===== config.mk =====
export PLATFORM = sky130hd
export DESIGN_NAME = acc_cpu_core
export DESIGN_NICKNAME = d
export VERILOG_FILES = /design/src/rtl/acc_cpu_pkg.sv /design/src/rtl/acc_cpu_alu.sv /design/src/rtl/acc_cpu_core.sv
export SDC_FILE = /design/constraint.sdc
export NUM_CORES = 1
export LEC_CHECK = 0
export CAP_MARGIN = 20
export CORE_MARGIN = 3
export CORE_UTILIZATION = 62
export CTS_BUF_LIST = sky130_fd_sc_hd__clkbuf_4 sky130_fd_sc_hd__clkbuf_8
export CTS_CLUSTER_SIZE = 25
export DETAILED_ROUTE_END_ITERATION = 10
export PLACE_DENSITY = 0.95
export SLEW_MARGIN = 20
export SYNTH_ARGS = -nofsm -noshare
export SYNTH_HDL_FRONTEND = slang
export SYNTH_SLANG_ARGS = --single-unit

===== constraint.sdc =====
create_clock -name clk -period 4.75 [get_ports clk]
set_input_delay 0.7125 -clock clk [delete_from_list [all_inputs] [get_ports clk]]
set_output_delay 0.7125 -clock clk [all_outputs]
set_load 0.005 [all_outputs]

===== src/rtl/acc_cpu_pkg.sv =====
// Shared opcodes, controller state encoding and instruction-width helper
// for the accumulator CPU core.
package acc_cpu_pkg;

    localparam logic [2:0] OP_HLT = 3'b000;
    localparam logic [2:0] OP_SKZ = 3'b001;
    localparam logic [2:0] OP_ADD = 3'b010;
    localparam logic [2:0] OP_AND = 3'b011;
    localparam logic [2:0] OP_XOR = 3'b100;
    localparam logic [2:0] OP_LDA = 3'b101;
    localparam logic [2:0] OP_STO = 3'b110;
    localparam logic [2:0] OP_JMP = 3'b111;

    // state     | meaning
    // S_FETCH   | read instruction beats at pc, MSB beat first
    // S_DECODE  | one idle bus cycle; branch/halt resolved here
    // S_EXEC_RD | operand read for ADD/AND/XOR/LDA
    // S_EXEC_WR | accumulator store for STO
    // S_HALTED  | bus idle until a resume pulse
    typedef enum logic [2:0] {
        S_FETCH,
        S_DECODE,
        S_EXEC_RD,
        S_EXEC_WR,
        S_HALTED
    } state_t;

    function automatic int calc_nbeats(input int data_w, input int addr_w);
        return (3 + addr_w + data_w - 1) / data_w;
    endfunction

endpackage


===== src/rtl/acc_cpu_alu.sv =====
// Accumulator update for the memory-operand instructions; any other opcode
// passes the accumulator through unchanged.
module acc_cpu_alu
    import acc_cpu_pkg::*;
#(
    parameter int DATA_W = 8
) (
    input  logic [2:0]        i_op,
    input  logic [DATA_W-1:0] i_acc,
    input  logic [DATA_W-1:0] i_rdata,
    output logic [DATA_W-1:0] o_result
);

    always_comb begin
        o_result = i_acc;
        case (i_op)
            OP_ADD:  o_result = i_acc + i_rdata;
            OP_AND:  o_result = i_acc & i_rdata;
            OP_XOR:  o_result = i_acc ^ i_rdata;
            OP_LDA:  o_result = i_rdata;
            default: o_result = i_acc;
        endcase
    end

endmodule


===== src/rtl/acc_cpu_core.sv =====
// Parametrised accumulator CPU: multi-beat instruction fetch over a req/ack
// memory bus, single-cycle decode, one data beat per memory-operand opcode.
module acc_cpu_core
    import acc_cpu_pkg::*;
#(
    parameter int DATA_W   = 8,
    parameter int ADDR_W   = 13,
    parameter int RESET_PC = 0
) (
    input  logic              clk,
    input  logic              reset,
    input  logic              resume,
    output logic              mem_req,
    output logic              mem_we,
    output logic [ADDR_W-1:0] mem_addr,
    output logic [DATA_W-1:0] mem_wdata,
    input  logic [DATA_W-1:0] mem_rdata,
    input  logic              mem_ack,
    output logic              fetch,
    output logic              halt,
    output logic              zero
);

    localparam int NBEATS = calc_nbeats(DATA_W, ADDR_W);
    localparam int IR_W   = NBEATS * DATA_W;
    localparam int BEAT_W = (NBEATS > 1) ? $clog2(NBEATS) : 1;

    state_t              r_state;
    state_t              w_next;
    logic                r_run;
    logic [ADDR_W-1:0]   r_pc;
    logic [IR_W-1:0]     r_ir;
    logic [DATA_W-1:0]   r_acc;
    logic [BEAT_W-1:0]   r_beat;

    logic [2:0]          w_op;
    logic [ADDR_W-1:0]   w_ir_addr;
    logic                w_done;
    logic                w_last;
    logic [DATA_W-1:0]   w_alu;

    assign w_op      = r_ir[ADDR_W+2:ADDR_W];
    assign w_ir_addr = r_ir[ADDR_W-1:0];
    assign w_done    = mem_req & mem_ack;
    assign w_last    = (r_beat == BEAT_W'(NBEATS - 1));

    // r_run keeps the bus quiet during the first cycle after reset release.
    assign mem_req   = r_run & ((r_state == S_FETCH) | (r_state == S_EXEC_RD) |
                                (r_state == S_EXEC_WR));
    assign mem_we    = r_run & (r_state == S_EXEC_WR);
    assign mem_addr  = (r_state == S_FETCH) ? r_pc : w_ir_addr;
    assign mem_wdata = r_acc;
    assign fetch     = (r_state == S_FETCH);
    assign halt      = (r_state == S_HALTED);
    assign zero      = (r_acc == '0);

    acc_cpu_alu #(.DATA_W(DATA_W)) u_alu (
        .i_op     (w_op),
        .i_acc    (r_acc),
        .i_rdata  (mem_rdata),
        .o_result (w_alu)
    );

    always_ff @(posedge clk or posedge reset) begin
        if (reset) r_state <= S_FETCH;
        else       r_state <= w_next;
    end

    always_comb begin
        w_next = r_state;
        case (r_state)
            S_FETCH: if (w_done && w_last) w_next = S_DECODE;
            S_DECODE: begin
                case (w_op)
                    OP_HLT:         w_next = S_HALTED;
                    OP_SKZ, OP_JMP: w_next = S_FETCH;
                    OP_STO:         w_next = S_EXEC_WR;
                    default:        w_next = S_EXEC_RD;
                endcase
            end
            S_EXEC_RD, S_EXEC_WR: if (w_done) w_next = S_FETCH;
            S_HALTED: if (resume) w_next = S_FETCH;
            default: w_next = S_FETCH;
        endcase
    end

    always_ff @(posedge clk or posedge reset) begin
        if (reset) begin
            r_run  <= 1'b0;
            r_pc   <= ADDR_W'(RESET_PC);
            r_ir   <= '0;
            r_acc  <= '0;
            r_beat <= '0;
        end else begin
            r_run <= 1'b1;
            case (r_state)
                S_FETCH: begin
                    if (w_done) begin
                        r_ir   <= IR_W'({r_ir, mem_rdata});
                        r_pc   <= r_pc + ADDR_W'(1);
                        r_beat <= w_last ? '0 : r_beat + BEAT_W'(1);
                    end
                end
                S_DECODE: begin
                    if (w_op == OP_SKZ && r_acc == '0) r_pc <= r_pc + ADDR_W'(NBEATS);
                    else if (w_op == OP_JMP)           r_pc <= w_ir_addr;
                end
                S_EXEC_RD: if (w_done) r_acc <= w_alu;
                default: ;
            endcase
        end
    end

endmodule


==> results of run 1 <==
-- cell usage in the layout (no fill, tap or decap), types with 4 or more instances in the layout --
master / count
nand3_1: 12
inv_1: 13
ha_1: 10
or2_2: 4
mux2_2: 15
nor2_2: 4
o21ai_0: 16
o22ai_1: 9
dfrtp_1: 42
nor2_1: 19
a21oi_1: 13
a221oi_1: 6
clkbuf_8: 5
a22o_1: 5
nor3_1: 9
clkdlybuf4s50_1: 37
nand2_1: 63
o211ai_1: 5
xnor2_1: 4
-- worst max-delay path by stage --
stage | start | to | slack, ns | cells after the start
after global routing | r_state[0] | mem_addr[8] | 1.40 | 4
after global placement | r_state[0] | mem_addr[7] | 1.64 | 4
final | r_state[0] | mem_addr[9] | 1.54 | 4
after detailed placement | r_state[1] | mem_addr[9] | 1.50 | 4
after CTS | r_state[0] | mem_addr[9] | 1.16 | 4
after floorplan | r_state[0] | mem_addr[10] | 2.45 | 5
-- where the power goes --
part | internal (W) | leakage (nW) | switching, W | total [W]
registers | 0.000513 | 0.526 | 0.000238 | 0.000751
logic | 0.000648 | 0.877 | 0.000586 | 0.00123
clock network | 0.000113 | 0.0452 | 0.000113 | 0.000226
total | 0.00127 | 1.45 | 0.000938 | 0.00221
-- registers in the layout, summed over array words and instances, names as in the netlist --
register and flops:
r_pc 13, r_state 3, r_ir 16, r_run 1
r_beat 1, mem_wdata 8
-- per-stage QoR --
stage / power, W / cell area [µm²] / util
floorplan: 0.001509 / 2990 / -
global placement: 0.001927 / 3344 / 0.7425
detailed placement: 0.001971 / 3344 / 0.7425
CTS: 0.002205 / 3428 / 0.7611
global route: 0.002408 / 3431 / 0.7617
finish: 0.002211 / 3431 / 0.7617
-- kinds of logic (layout without fill, tap and decap cells) --
family,count (synthesis),in the layout,synth area share
multiplexers,17,17,0.06318
AO/OA/AOI/OAI,91,91,0.2155
buffers and inverters,30,59,0.04853
adder cells (fa/ha/maj),11,11,0.04854
XOR/XNOR,6,6,0.01757
other,1,1,0.001254
AND/OR/NAND/NOR,148,148,0.2540
flip-flops,42,42,0.3515
-- synthesized netlist by cell type (all sizes together), types with 3 or more instances --
cell type and number:
a21oi 13, a221oi 6, a22o 5, a311oi 3, buf 12, clkbuf 5
dfrtp 42, ha 10, inv 13, mux2 15, nand2 63, nand2b 3
nand3 13, nand3b 3, nand4 3, nor2 23, nor2b 4, nor3 12
nor4 4, o211ai 5, o21ai 17, o22ai 9, o31ai 3, or2 5
xnor2 4
-- cell type report --
| cell class | instances | area share |
|---|---|---|
| Timing Repair Buffer | 39 | 0.1123 |
| Inverter | 13 | 0.01422 |
| Multi-Input combinational cell | 274 | 0.5237 |
| Sequential cell | 42 | 0.3063 |
| Tap cell | 52 | 0.01896 |
| Clock buffer | 7 | 0.02443 |
-- per-layer routing --
layer | track usage | vias to the layer above
li1 | - | 1327
met1 | 0.3921 | 1343
met2 | 0.4986 | 139
met3 | 0.03430 | 21
met4 | 0.1107 | 0
met5 | 0 | -
-- critical path, cell delays in order (launching register included) --
cell	delay, ns
dfrtp_1	0.44
or2_1	0.32
nor2_2	0.58
mux2_2	0.41
clkdlybuf4s50_1	0.45
==> summary.md, run 1 <==
| Metric | Value |
|---|---|
| DR DRC count | 0 |
| Worst Setup Path Type | flip-flop to primary output |
| Synth Warn # | 0 |
| Syn Area/Cell | 8.643 µm² |
| Worst r2r path cells | 5 |
| Main flop type after synthesis | dfrtp_1 |
| ANT nets after route | 0 |
| Reg2reg setup slack | 2.35 ns |
| Filler cells | 337 |
| Drt via density | 6.628 |
| Pleak | 1.448 nW |
| H-tree Lvls | 2 |
| Die X | 75.45 µm |
| Post_cts resized | 0 |
| Slew margin rel. | 0.4798 |
| Wire per inst | 17.97 µm |
| Worst-Margin Slew | 0.7794 ns |
| Postcts setup bufs | 0 |
| PortBufs | 37 |
| Initial antenna violation count | 0 |
| Final period utilization | 0.6761 |
| Top sig layer | met4 |
| Skew final | 0.008267 ns |
| Hold_sp | r_beat |
| Wire length on met1 | 3251 µm |
| Post-synth top area share | 0.3515 |
| Total core area | 0.004504 mm² |
| Layout area overhead | 14.73% |
| Slack of the critical path | 1.538 ns |
| Final Instance Count excl. Fillers | 427 |
| Critical Path Source Type | flip-flop |
| DR pass1 iterations | 5 |
| Final Critical Period | 3.212 ns |
| Max IR drop VDD | 363.0 µV |
| Max Fclk | 0.3114 GHz |
| GRT overflow | 0 |
| Worst hold path class | flip-flop to flip-flop |
| Arrival time at the worst endpoint | 2.50 ns |
| Die footprint | 0.005693 mm² |
| Number of flops mapped to enable cells by yosys | 0 |
| Num CTS Buffers | 5 |
| Initial Util | 0.6639 |
| Vias in the first global route | 2,766 |
| Clock network latency to the later pin of the worst-skew pair | 0.29 ns |
| Fraction of layout cells with a size suffix above 1 | 0.1067 |
| Post-synth ARST share | 1.000 |
| Vert. Die Dim | 75.45 µm |
| Drt total wl | 7675 µm |
| FF+latch count, synth | 42 |
| Reg-to-Reg Start | mem_wdata[4] |
| Crit path max fanout | 14 |
| ANT cells | 0 |
| Max-cap violations | 0 |
| Final Hold Vio Count | 0 |
| Hold-fix buffers, CTS | 0 |
| Worst hold slack | 0.4877 ns |
| Status | complete, no violations |
| FP Rows | 24 |
| Area leader, netlist | dfrtp_1 |
| Clk buf depth | 2 |
| CP Capture Type | primary output |
| Met3 WL | 456 µm |
| Vias | 2,830 |
| PD cells | 644.6 mW/mm² |
| Pins over their slew limit | 0 |
| Clk sinks | 42 |
| RSZ-0062 raised after global routing | no |
| Global-route usage over all layers | 0.2961 |
| Largest net degree at the start of global routing | 43 |
| Final Setup Violations | 0 |
| Dpl ws | 1.500 ns |
| Syn Nets | 369 |
| CTS tree | done |
| Root buffer cell | clkbuf_8 |
| Dpl cells | 420 |
| Synth top area cells | dfrtp_1 (35%), nand2_1 (7.9%), mux2_2 (5.6%), ha_1 (4.2%), o21ai_0 (2.7%) |
| Final Net Count | 398 |
| Synth cell types | 70 |
| Gate Count Post-Synth | 346 |
| Reg clk slew, reported paths | 0.07 ns |
| Number of DRC markers in iteration 0 | 330 |
| Post-Syn Area | 0.002990 mm² |
| GP Congestion | 0.9698 |
| Worst Path Required | 4.04 ns |
| Area of the multi-input gates | 0.001797 mm² |
| Met2 Wirelength | 3785 µm |
| Setup TNS | 0 ns |
| First-pass GRT wire length | 13,030 µm |
| Register area | 0.001051 mm² |
| Reg-to-reg endpoint | r_pc[6] |
| Post-DP HPWL | 5515 µm |
| Num ports | 38 |
| Sequential area share after synthesis | 0.3515 |
| Hold Path Sink | r_beat |
| Hold Crit Depth | 1 |
Note: power is estimated with default switching activity, not from simulation.
==> run 2, diff against run 1 <==
--- a/config.mk
+++ b/config.mk
@@ -7,11 +7,11 @@
 export LEC_CHECK = 0
 export CAP_MARGIN = 20
 export CORE_MARGIN = 3
-export CORE_UTILIZATION = 62
+export CORE_UTILIZATION = 52
 export CTS_BUF_LIST = sky130_fd_sc_hd__clkbuf_4 sky130_fd_sc_hd__clkbuf_8
 export CTS_CLUSTER_SIZE = 25
 export DETAILED_ROUTE_END_ITERATION = 10
-export PLACE_DENSITY = 0.95
+export PLACE_DENSITY = 0.87
 export SLEW_MARGIN = 20
 export SYNTH_ARGS = -nofsm -noshare
 export SYNTH_HDL_FRONTEND = slang
==> constraint.sdc (replaced) <==
create_clock -name clk -period 2.6 [get_ports clk]
set_input_delay 0.39 -clock clk [delete_from_list [all_inputs] [get_ports clk]]
set_output_delay 0.39 -clock clk [all_outputs]
set_load 0.005 [all_outputs]
==> summary.md, run 2 (synthesis results as in run 1) <==
| Metric | Value |
|---|---|
| Status | complete, no violations |
| Die X | 81.84 µm |
| Number of DRC markers in iteration 0 | 267 |
| Most frequent cells in the layout | nand2_1 (63), dfrtp_1 (40), clkdlybuf4s50_1 (37) |
| Num ports | 38 |
| Max-cap violations | 0 |
| Critical Path Source Type | flip-flop |
| Skew final | 0.003542 ns |
| Clk sinks | 42 |
| Drt total wl | 8404 µm |
| Vert. Die Dim | 81.84 µm |
| Drt via density | 6.364 |
| ANT cells | 0 |
| Commonest non-fill, non-tap cell in the layout | nand2_1 |
| Final period utilization | 0.9773 |
| Clock network latency to the later pin of the worst-skew pair | 0.30 ns |
| RSZ-0062 raised after global routing | no |
| Global-route usage over all layers | 0.2631 |
| Pins over their slew limit | 0 |
| Layout area overhead | 20.96% |
| FP Rows | 26 |
| Pleak | 1.537 nW |
| Total core area | 0.005335 mm² |
| Design Power | 0.004363 W |
| Final Net Count | 414 |
| Dpl cells | 448 |
| Final Hold Vio Count | 0 |
| Vias | 2,940 |
| Initial antenna violation count | 0 |
| Die footprint | 0.006697 mm² |
| Crit path max fanout | 7 |
| Num CTS Buffers | 5 |
| Reg with most FFs | r_ir |
| Final Setup Violations | 0 |
| Clk buf depth | 2 |
| Final Critical Period | 2.541 ns |
| Worst hold path class | flip-flop to flip-flop |
| Max IR drop VDD | 555.8 µV |
| PortBufs | 37 |
| Max Fclk | 0.3935 GHz |
| GP Congestion | 0.9357 |
| First-pass GRT wire length | 13,460 µm |
| GRT overflow | 0 |
| Final Instance Count excl. Fillers | 462 |
| DR pass1 iterations | 5 |
| Reg clk slew, reported paths | 0.09 ns |
| Vias in the first global route | 2,784 |
| Slew margin rel. | 0.6182 |
| DR DRC count | 0 |
| Setup TNS | 0 ns |
| Initial Util | 0.5605 |
| Worst-Margin Slew | 0.5680 ns |
| Max reg flops | 16 |
| Root buffer cell | clkbuf_8 |
| Worst Setup Path Type | flip-flop to primary output |
| Post-DP HPWL | 5829 µm |
| Arrival time at the worst endpoint | 2.15 ns |
| Wire per inst | 18.19 µm |
| Largest net degree at the start of global routing | 43 |
| CTS tree | done |
| ANT nets after route | 0 |
| H-tree Lvls | 2 |
| CP Capture Type | primary output |
| Worst hold slack | 0.4801 ns |
| Worst Path Required | 2.21 ns |
| PD cells | 1206 mW/mm² |
| Fraction of layout cells with a size suffix above 1 | 0.1531 |
-- run 2: cell count changes in the layout (fill, tap and decap cells not counted) --
cell        previous run  this run
buf_4                  2        17
buf_6                  0         1
bufinv_16              0         1
clkbuf_4               2         1
clkinvlp_4             0         1
dfrtp_1               42        40
dfrtp_2                0         2
nor2_2                 4         3
nor2_4                 0         1
or2_1                  1         0
or2_4                  0         1
-- run 2: power by group --
part           leakage (nW)  internal (W)  switching (W)
Sequential            0.523      0.000938       0.000405
Clock                0.0548      0.000298       0.000248
Combinational         0.960       0.00129        0.00118
Total                  1.54       0.00253        0.00184
-- run 2: path summary, 6_finish.rpt --
path                                 to    startpoint  slack, ns  depth (start not counted)
max                         mem_addr[5]    r_state[0]       0.06                          5
min                              r_beat        r_beat       0.48                          1
max reg2reg                     r_pc[6]  mem_wdata[4]       0.40                          5
min reg2reg                      r_beat        r_beat       0.48                          1
max in group asynchronous    r_state[0]         reset       1.67                          3
min in group asynchronous  mem_wdata[0]         reset       0.52                          3
-- run 2: worst max-delay path, cell delays in order (launching register included) --
cell,delay (ns)
dfrtp_2,0.44
or2_4,0.30
nor2_4,0.14
buf_6,0.17
mux2_2,0.36
clkdlybuf4s50_1,0.45
-- run 2: stage by stage --
step	utilization	instance area, µm²	setup WS (ns)
2_1_floorplan	-	2990	0.6241
3_3_place_gp	0.6452	3442	0.2129
3_5_place_dp	0.6452	3442	0.1575
4_1_cts	0.6705	3577	0.03524
5_1_grt	0.6780	3617	0.009060
6_report	0.6780	3617	0.05889
-- run 2: final cells by class --
type,instances,area [µm²]
Clock buffer,6,76.32
Timing Repair Buffer,55,509.2
Sequential cell,42,1054
Fill cell,446,1718
Multi-Input combinational cell,274,1804
Tap cell,70,87.58
Clock inverter,2,37.54
Inverter,13,48.80
-- run 2: per-layer routing --
layer,vias up,part of all wire,routed length (µm),global-route usage
met4,0,0.021,178,0.1030
met3,21,0.077,647,0.03509
met5,-,0,0,0
met2,158,0.48,4055,0.4443
li1,1376,-,-,-
met1,1385,0.42,3523,0.3400
-- run 2: what timing repair did --
| item | 4_1_cts | 5_1_grt |
|---|---|---|
| endpoints found under the setup margin | 13 | 13 |
| resized for setup | 5 | 2 |
| buffers inserted | 0 | 5 |
| gates cloned | 1 | 0 |
| hold buffers | 0 | 0 |
